## src/rtl/divider_unit.sv

```systemverilog
// Iterative restoring divider for RV32M-style DIV/DIVU/REM/REMU.
// Computes one quotient bit per cycle; divide-by-zero and signed overflow bypass the loop.
`ifndef DIV_OP_WIDTH
`define DIV_OP_WIDTH 2
`endif
`ifndef DIV_OP_DIV
`define DIV_OP_DIV  2'b00
`endif
`ifndef DIV_OP_DIVU
`define DIV_OP_DIVU 2'b01
`endif
`ifndef DIV_OP_REM
`define DIV_OP_REM  2'b10
`endif
`ifndef DIV_OP_REMU
`define DIV_OP_REMU 2'b11
`endif

module divider_unit #(
    parameter int WIDTH = 32
) (
    input  logic                     clk,
    input  logic                     reset,
    input  logic                     div_valid,
    input  logic [`DIV_OP_WIDTH-1:0] DIVop,
    input  logic [WIDTH-1:0]         dividend,
    input  logic [WIDTH-1:0]         divisor,
    output logic [WIDTH-1:0]         div_result,
    output logic                     div_ready,
    output logic                     busy
);

    localparam int CNT_W = (WIDTH > 1) ? $clog2(WIDTH) : 1;
    localparam logic [WIDTH-1:0] MIN_NEG  = {1'b1, {(WIDTH-1){1'b0}}};
    localparam logic [WIDTH-1:0] ALL_ONES = {WIDTH{1'b1}};

    typedef enum logic [1:0] {IDLE, CALC, DONE} state_t;

    state_t            state;
    logic [CNT_W-1:0]  count;
    logic              is_rem_p0, neg_q_p0, neg_r_p0;
    logic [WIDTH-1:0]  dvs_p0, quo_p0, rem_p0;

    logic                     in_signed, in_rem, in_div0, in_ovf;
    logic signed [WIDTH-1:0]  dnd_s, dvs_s;
    logic [WIDTH:0]           rem_sh, trial;
    logic [WIDTH-1:0]         rem_nx, quo_nx;

    // Two's-complement negation of the most negative value yields 2^(WIDTH-1) read as unsigned.
    function automatic logic [WIDTH-1:0] magnitude(input logic signed [WIDTH-1:0] v,
                                                   input logic use_sign);
        if (use_sign && v[WIDTH-1])
            return -v;
        return v;
    endfunction

    function automatic logic [WIDTH-1:0] apply_sign(input logic [WIDTH-1:0] v, input logic neg);
        return neg ? (~v + 1'b1) : v;
    endfunction

    function automatic logic [WIDTH-1:0] special_result(input logic div0, input logic rem,
                                                       input logic [WIDTH-1:0] dnd);
        if (div0)
            return rem ? dnd : ALL_ONES;
        return rem ? '0 : dnd;
    endfunction

    assign dnd_s = dividend;
    assign dvs_s = divisor;

    always_comb begin
        in_signed = 1'b0;
        in_rem    = 1'b0;
        case (DIVop)
            `DIV_OP_DIV:  in_signed = 1'b1;
            `DIV_OP_REM:  begin in_signed = 1'b1; in_rem = 1'b1; end
            `DIV_OP_REMU: in_rem = 1'b1;
            default:      ;
        endcase
    end

    assign in_div0 = (divisor == '0);
    assign in_ovf  = in_signed && (dividend == MIN_NEG) && (divisor == ALL_ONES);

    assign rem_sh = {rem_p0, quo_p0[WIDTH-1]};
    assign trial  = rem_sh - {1'b0, dvs_p0};
    assign rem_nx = trial[WIDTH] ? rem_sh[WIDTH-1:0] : trial[WIDTH-1:0];
    assign quo_nx = {quo_p0[WIDTH-2:0], ~trial[WIDTH]};

    always_ff @(posedge clk) begin
        if (reset) begin
            state      <= IDLE;
            div_ready  <= 1'b0;
            busy       <= 1'b0;
            div_result <= '0;
            count      <= '0;
        end else begin
            div_ready <= 1'b0;
            case (state)
                IDLE: begin
                    if (div_valid) begin
                        busy <= 1'b1;
                        if (in_div0 || in_ovf) begin
                            div_result <= special_result(in_div0, in_rem, dividend);
                            state      <= DONE;
                        end else begin
                            count <= CNT_W'(WIDTH-1);
                            state <= CALC;
                        end
                    end
                end
                CALC: begin
                    if (count == '0) begin
                        div_result <= is_rem_p0 ? apply_sign(rem_nx, neg_r_p0)
                                                : apply_sign(quo_nx, neg_q_p0);
                        state      <= DONE;
                    end else begin
                        count <= count - 1'b1;
                    end
                end
                DONE: begin
                    div_ready <= 1'b1;
                    busy      <= 1'b0;
                    state     <= IDLE;
                end
                default: begin
                    busy  <= 1'b0;
                    state <= IDLE;
                end
            endcase
        end
    end

    // Operand/iteration registers: loaded on acceptance, advanced once per CALC cycle.
    always_ff @(posedge clk) begin
        if (state == IDLE && div_valid) begin
            is_rem_p0 <= in_rem;
            neg_q_p0  <= in_signed && (dividend[WIDTH-1] ^ divisor[WIDTH-1]);
            neg_r_p0  <= in_signed && dividend[WIDTH-1];
            dvs_p0    <= magnitude(dvs_s, in_signed);
            quo_p0    <= magnitude(dnd_s, in_signed);
            rem_p0    <= '0;
        end else if (state == CALC) begin
            quo_p0 <= quo_nx;
            rem_p0 <= rem_nx;
        end
    end

endmodule

```

## config.mk

```make
export PLATFORM = sky130hd
export DESIGN_NAME = divider_unit
export DESIGN_NICKNAME = d
export VERILOG_FILES = /design/src/rtl/divider_unit.sv
export SDC_FILE = /design/constraint.sdc
export NUM_CORES = 1
export LEC_CHECK = 0
export CAP_MARGIN = 20
export CORE_UTILIZATION = 25
export DETAILED_ROUTE_END_ITERATION = 8
export GPL_ROUTABILITY_DRIVEN = 0
export PLACE_DENSITY = 0.39
export SLEW_MARGIN = 10
export SYNTH_ARGS = -nofsm -noshare
export SYNTH_HDL_FRONTEND = slang
export SYNTH_SLANG_ARGS = --single-unit
```

## constraint.sdc

```tcl
create_clock -name clk -period 6.62 [get_ports clk]
set_input_delay 1.655 -clock clk [delete_from_list [all_inputs] [get_ports clk]]
set_output_delay 1.655 -clock clk [all_outputs]
set_load 0.01 [all_outputs]
```

======== Word-level counts from Yosys, hierarchy flattened ========
Cells that the tools add are included.
cells by class
  reductions and logical operators ........ 19
  bitwise gates (word level) .............. 5
  eq/ne operators ......................... 11
  multiplexer cells ....................... 40
  add/subtract/negate cells ............... 6
operator list
  kind                                                  count
  two-way mux 32 bit                                    17
  adder 32 x 1 -> 32 bit (second input constant)        2
  equality test 32 bit (second input constant)          2
  negator 32 bit                                        2
  inverter 32 bit                                       2
  case mux 32 bit (2 select lines)                      1
  subtractor 33 x 32 -> 33 bit                          1
  logical NOT 32 bit                                    1
  two-way mux 5 bit                                     3
  two-way mux 1 bit                                     13
  != test 2 bit (second input constant)                 5
  case mux 5 bit (2 select lines)                       1
  AND reduction 4 bit                                   2
  equality test 2 bit (second input constant)           3
  logical AND 1 bit                                     6
  two-way mux 2 bit                                     3
  logical NOT 5 bit                                     1
  subtractor 5 x 1 -> 5 bit (second input constant)     1
  logical NOT 2 bit                                     2
  case mux 2 bit (2 select lines)                       1
  AND reduction 2 bit                                   2
  nonzero test 2 bit                                    2
  OR reduction 2 bit                                    2
  equality test 2 x 1 -> 1 bit (second input constant)  1
  4 further kinds                                       5
word-level totals
  bits of input ports ..................... 69
  register bits ........................... 140
  output and inout port bits .............. 34
  logic and storage cells ................. 92

======== Longest topological paths before layout ========
  depth in word-level cells ............... 14
  gate-level depth with buffers ........... 24
  gate-level depth less buffers ........... 21

======== Least setup slack after synthesis ========
Ideal clock, no wire load.
  path kind ............................... reg2reg
  start ................................... register quo_p0[31]
  end ..................................... register div_result[18]
  setup time .............................. 91 ps
  data required time ...................... 6529 ps
  path buffers ............................ 3
  clock period less this slack ............ 5116 ps
  setup slack ............................. 1504 ps
  cell stages (with the launch flop) ...... 25
  data arrival time ....................... 5025 ps
  cell sequence ........................... edfxtp_1 inv_1 ha_1 fa_1 and2b_1 o31ai_4 a311o_1 a211oi_4 o21a_4 nor2_4 inv_2 clkbuf_1 buf_2 buf_2 nor2_1 a21oi_1 ha_1 inv_1 nor3_1 o21ai_1 o2bb2ai_1 and4bb_1 nor2_1 or4_1 a311oi_1
between the ends
  word-level cells in the longest chain between the ends .. 8
  elaborated cells on any way between the ends .. 12
  classes of those cells .................. add/sub: 3; mux: 6; bitwise: 3
RTL lines
  what                                                  RTL line  RTL
  from (decl)                                           42        logic [WIDTH-1:0] dvs_p0, quo_p0, rem_p0;
  from (signal assigned)                                141       quo_p0 <= magnitude(dnd_s, in_signed);
  from (signal assigned)                                144       quo_p0 <= quo_nx;
  subtractor 33 x 32 -> 33 bit                          86        assign trial = rem_sh - {1'b0, dvs_p0};
  two-way mux 32 bit or inverter 1 bit (tied branches)  87, 88
  inverter 32 bit                                       58        return neg ? (~v + 1'b1) : v;
  adder 32 x 1 -> 32 bit                                58
  two-way mux 32 bit                                    58
  two-way mux 32 bit (*)                                114       div_result <= is_rem_p0 ? apply_sign(rem_nx, neg_r_p0)
  two-way mux 32 bit (*)                                113       if (count == '0) begin
  case mux 32 bit (2 select lines) (*)                  99        case (state)
  to (signal assigned)                                  104       div_result <= special_result(in_div0, in_rem, dividend);
  to (signal assigned)                                  114
  to (decl)                                             28        output logic [WIDTH-1:0] div_result,
Mark *: on every way between the ends. The rest lies on a longest branch, timed or not. The select of a mux whose other input is x is not followed.
A chain may end at the register's enable or synchronous reset.

======== Worst setup path in the final report ========
  start ................................... input port dividend[24]
  end ..................................... register div_result[19]
between the ends
  word-level cells in the longest chain between the ends .. 6
RTL lines
  what                                  RTL line  RTL
  from (decl)                           26        input logic [WIDTH-1:0] dividend,
  equality test 32 bit                  83        assign in_ovf = in_signed && (dividend == MIN_NEG) && (divisor == ALL_ONES);
  logical AND 1 bit (2 in series)       83
  logical OR 1 bit                      103       if (in_div0 || in_ovf) begin
  != test 2 bit (no source line)        --
  AND reduction 4 bit (no source line)  --
No other way between the ends.

==> summary.txt <==
Die
  • Std-Cell Core Area: 45,500 um^2
  • Initial core utilization: 25.4%
  • Floorplan die width: 217 um
  • Vertical extent of the die: 217 um
  • Total die area: 47,100 um^2
  • Standard-cell rows: 78
  • # IOs: 103

Logic synthesis
  • Sequential area share after synthesis: 30.1%
  • Syn. warnings: 0
  • Post-synth design cell area: 11,600 um^2
  • Synth unique cells: 90
  • Net count after synthesis: 1,563
  • Async set-reset flop share out of synthesis: 0%
  • Synth Flop Type: sky130_fd_sc_hd__dfxtp_1
  • FF+latch count, synth: 140
  • Instance count of the mapped netlist: 1,454
  • Average footprint of a synthesized cell: 7.95 um^2
  • EDFF count, synth: 67

Critical path
  • Critical Path Stages: 10
  • Startpoint of the worst-slack reg-to-reg timing path: quo_p0[31]
  • CP max stage cell: sky130_fd_sc_hd__nor4_1
  • Critical path's top delay family: simple AND/OR/NAND/NOR gates
  • Setup slack, reg-to-reg: 1280 ps
  • Kind of launch point of the worst setup path: input pin
  • Critical Path Sink Type: register
  • Worst path cell trace: clkdlybuf4s50_1 > or4_1 > nor4_1 > nand4_1 > nor2_1 > o211ai_1 > a21oi_4 > buf_4 > nor2_1 > a211o_1
  • Required time of the critical path: 6960 ps
  • Crit-path max cell delay: 690 ps
  • Crit path max fanout: 38
  • Cell type with the highest occurrence count on the critical path: sky130_fd_sc_hd__nor2_1
  • Launch point of the critical path: dividend[24]
  • WS Path Type: input pin to register
  • Data arrival time of the worst path: 5870 ps
  • Crit Reg-Reg Endpoint: div_result[18]
  • Reg2reg path depth: 21
  • Buffering stage count on the worst path with inverters included: 2
  • Worst setup endpoint: div_result[19]

Timing
  • Slew @ Worst Pin: 1040 ps
  • Setup_tns: 0 ps
  • Maximum frequency from static timing analysis: 181 MHz
  • Shortest period the worst path allows: 5530 ps
  • Worst slew slack as a fraction of its limit: 30.5%
  • Final critical-path share of the clock period: 83.5%
  • Worst-case setup margin in the final layout: 1090 ps
  • Final Hold Violating Endpoints: 0
  • Final count of pins violating max slew: 0
  • Setup clock skew after layout: 12.6 ps
  • Setup-violating endpoint count in the final report: 0
  • Unrepaired setup endpoints after global routing: false

Route
  • Count of antenna-violating nets left after detailed routing: 0
  • Via density per instance: 5.32
  • First-pass iteration count of the detailed router: 6
  • DRC violations left: 0
  • Overall routed net length: 46,500 um
  • Count of routing violations after the opening detailed-route iteration: 895
  • Routed vias: 11,317
  • Post-DR wirelength/cell: 21.9 um

CTS
  • Clock transition at the registers of the reported paths: 70 ps
  • Number of hold buffers added after CTS: 0
  • Number of gates resized after CTS: 0
  • Cell at the root of the clock tree: sky130_fd_sc_hd__clkbuf_16
  • Clk_lat worst skew: 450 ps
  • Deepest level of the CTS H-tree: 4
  • Cts bufs inserted: 17
  • Post-CTS setup-driven buffer insertion count: 0
  • CTS sink count: 140
  • TritonCTS clock tree: built
  • Clock Tree Buf Depth: 2

Pwr
  • Largest voltage drop on the vdd net: 0.233 mV
  • Pwr Density: 421 nW/um^2
  • Leakage power of the design: 4.94 nW

GRT
  • Vias in the first global route: 10,757
  • Global-route wire length before repair: 69,800 um
  • Overflow after GRT: 0
  • Largest net degree at the start of global routing: 90
  • Global-route usage over all layers: 19.7%
  • Antenna violations before repair: 0

Layout
  • Layout cells sized above 1: 5.56%
  • Filler-free cell count of the finished design: 2,128
  • Final-stage net count: 1,624
  • Post-synthesis to final-layout area growth: 19.6%
  • Final design area excluding fillers: 13,800 um^2
  • Filler Cells Inserted: 4,951
  • Antenna diode count: 0

Placed design
  • Worst slack at placement: 586 ps
  • DP Wirelength: 36,500 um
  • Number of port buffers: 102
  • Number of placed instances, taps included: 2,096
  • Placed inst area: 13,200 um^2

Outcome
  • Run status: finished, final reports clean

Min path
  • Worst min-delay path class: register to register

Run
  • Maximum Capacitance Violations: 0
-- flip-flops by register name (all words and copies together), names as in the netlist --
signal / count
div_ready: 1
rem_p0: 32
neg_r_p0: 1
dvs_p0: 32
count: 5
div_result: 32
state: 2
is_rem_p0: 1
quo_p0: 32
neg_q_p0: 1
busy: 1
-- area by class of cell --
type | instances | area [um^2] | share of cell area, %
sequential | 140 | 3470 | 25.1
clock buffer | 20 | 489 | 3.54
multi-input combinational | 1172 | 7560 | 54.7
inverter | 62 | 233 | 1.68
clock inverter | 12 | 136 | 0.987
tap | 600 | 751 | 5.43
timing repair buffer | 122 | 1170 | 8.48
-- synthesized netlist by cell type (all sizes together), types with 19 or more instances --
library cell	instances	area, um^2
o21ai	95	475
dfxtp	73	1460
nor2	169	642
a21oi	129	649
edfxtp	67	2010
xnor2	61	534
nor3	43	220
mux2i	20	200
nand2	136	510
nand3	22	110
xor2	58	508
nand4	23	144
clkbuf	62	233
or3	19	124
inv	59	221
ha	39	488
a211oi	23	185
maj3	25	250
o31ai	26	209
-- cells by family (layout without fill, tap and decap cells) --
logic type / Yosys count / after routing / share of synthesized area (%)
fa+ha+maj: 65 / 65 / 6.56
buf+inv: 142 / 216 / 4.74
flops: 140 / 140 / 30.1
simple gates: 518 / 518 / 21.7
xor+xnor: 119 / 119 / 9.02
mux: 26 / 26 / 2.38
compound gates: 444 / 444 / 25.5
-- worst min-delay path by stage --
stage / from / to / slack, ps / depth (start not counted)
floorplan: state[0] / div_ready / 440 / 1
global placement: div_result[16] / div_result[16] / 470 / 1
detailed placement: div_result[24] / div_result[24] / 460 / 2
CTS: div_result[24] / div_result[24] / 480 / 2
global route: div_result[24] / div_result[24] / 510 / 2
finish: div_result[24] / div_result[24] / 470 / 2
-- worst register-to-register path: stages, from the launching register on --
cell and delay, ps:
sky130_fd_sc_hd__edfxtp_1 470, sky130_fd_sc_hd__inv_1 80, sky130_fd_sc_hd__ha_1 220, sky130_fd_sc_hd__fa_1 400, sky130_fd_sc_hd__and2b_1 280, sky130_fd_sc_hd__o31ai_4 110
sky130_fd_sc_hd__a311o_1 410, sky130_fd_sc_hd__a211oi_4 350, sky130_fd_sc_hd__o21a_4 310, sky130_fd_sc_hd__nor2_4 80, sky130_fd_sc_hd__inv_2 150, sky130_fd_sc_hd__nor2_1 70
sky130_fd_sc_hd__a21oi_1 250, sky130_fd_sc_hd__ha_1 260, sky130_fd_sc_hd__inv_1 80, sky130_fd_sc_hd__nor3_1 160, sky130_fd_sc_hd__o21ai_1 130, sky130_fd_sc_hd__o2bb2ai_1 300
sky130_fd_sc_hd__and4bb_1 350, sky130_fd_sc_hd__nor2_1 40, sky130_fd_sc_hd__or4_1 510, sky130_fd_sc_hd__a311oi_1 260
-- per-layer routing --
layer  part of all wire (%)  GRT usage (%)  vias up
met5                      0              0        -
met4                    2.1           5.99        0
met3                    4.8           2.92       40
met2                     45           30.7      291
met1                     48           28.0     5463
li1                       -              -     5523
-- where the power goes --
group | switching (mW) | internal [mW]
sequential | 0.203 | 1.09
clock | 0.454 | 0.589
combinational | 2.24 | 1.24
total | 2.90 | 2.91
-- through the flow --
step / util (%) / total power [mW] / hold slack, ps
6_report: 30.4 / 5.81 / 470
5_1_grt: 30.4 / 6.21 / 512
4_1_cts: 30.4 / 5.83 / 481
3_5_place_dp: 29.0 / 4.77 / 463
3_3_place_gp: 29.0 / 4.77 / 471
2_1_floorplan: - / 3.63 / 443
-- layout by cell type (no fill, tap or decap), types with 16 or more instances in the layout --
cell type / n
sky130_fd_sc_hd__nor2_1: 166
sky130_fd_sc_hd__nand2_1: 135
sky130_fd_sc_hd__a21oi_1: 127
sky130_fd_sc_hd__clkdlybuf4s50_1: 102
sky130_fd_sc_hd__o21ai_0: 84
sky130_fd_sc_hd__dfxtp_1: 73
sky130_fd_sc_hd__edfxtp_1: 67
sky130_fd_sc_hd__xnor2_1: 61
sky130_fd_sc_hd__xor2_1: 58
sky130_fd_sc_hd__inv_1: 57
sky130_fd_sc_hd__nor3_1: 42
sky130_fd_sc_hd__ha_1: 39
sky130_fd_sc_hd__o31ai_1: 25
sky130_fd_sc_hd__maj3_1: 25
sky130_fd_sc_hd__nand4_1: 23
sky130_fd_sc_hd__nand3_1: 22
sky130_fd_sc_hd__a211oi_1: 22
sky130_fd_sc_hd__mux2i_1: 20
sky130_fd_sc_hd__buf_4: 20
sky130_fd_sc_hd__clkbuf_16: 19
sky130_fd_sc_hd__or4_1: 18
sky130_fd_sc_hd__or3_1: 18
sky130_fd_sc_hd__nor4_1: 17
sky130_fd_sc_hd__a31oi_1: 16
(Power assumes the default switching activity.)
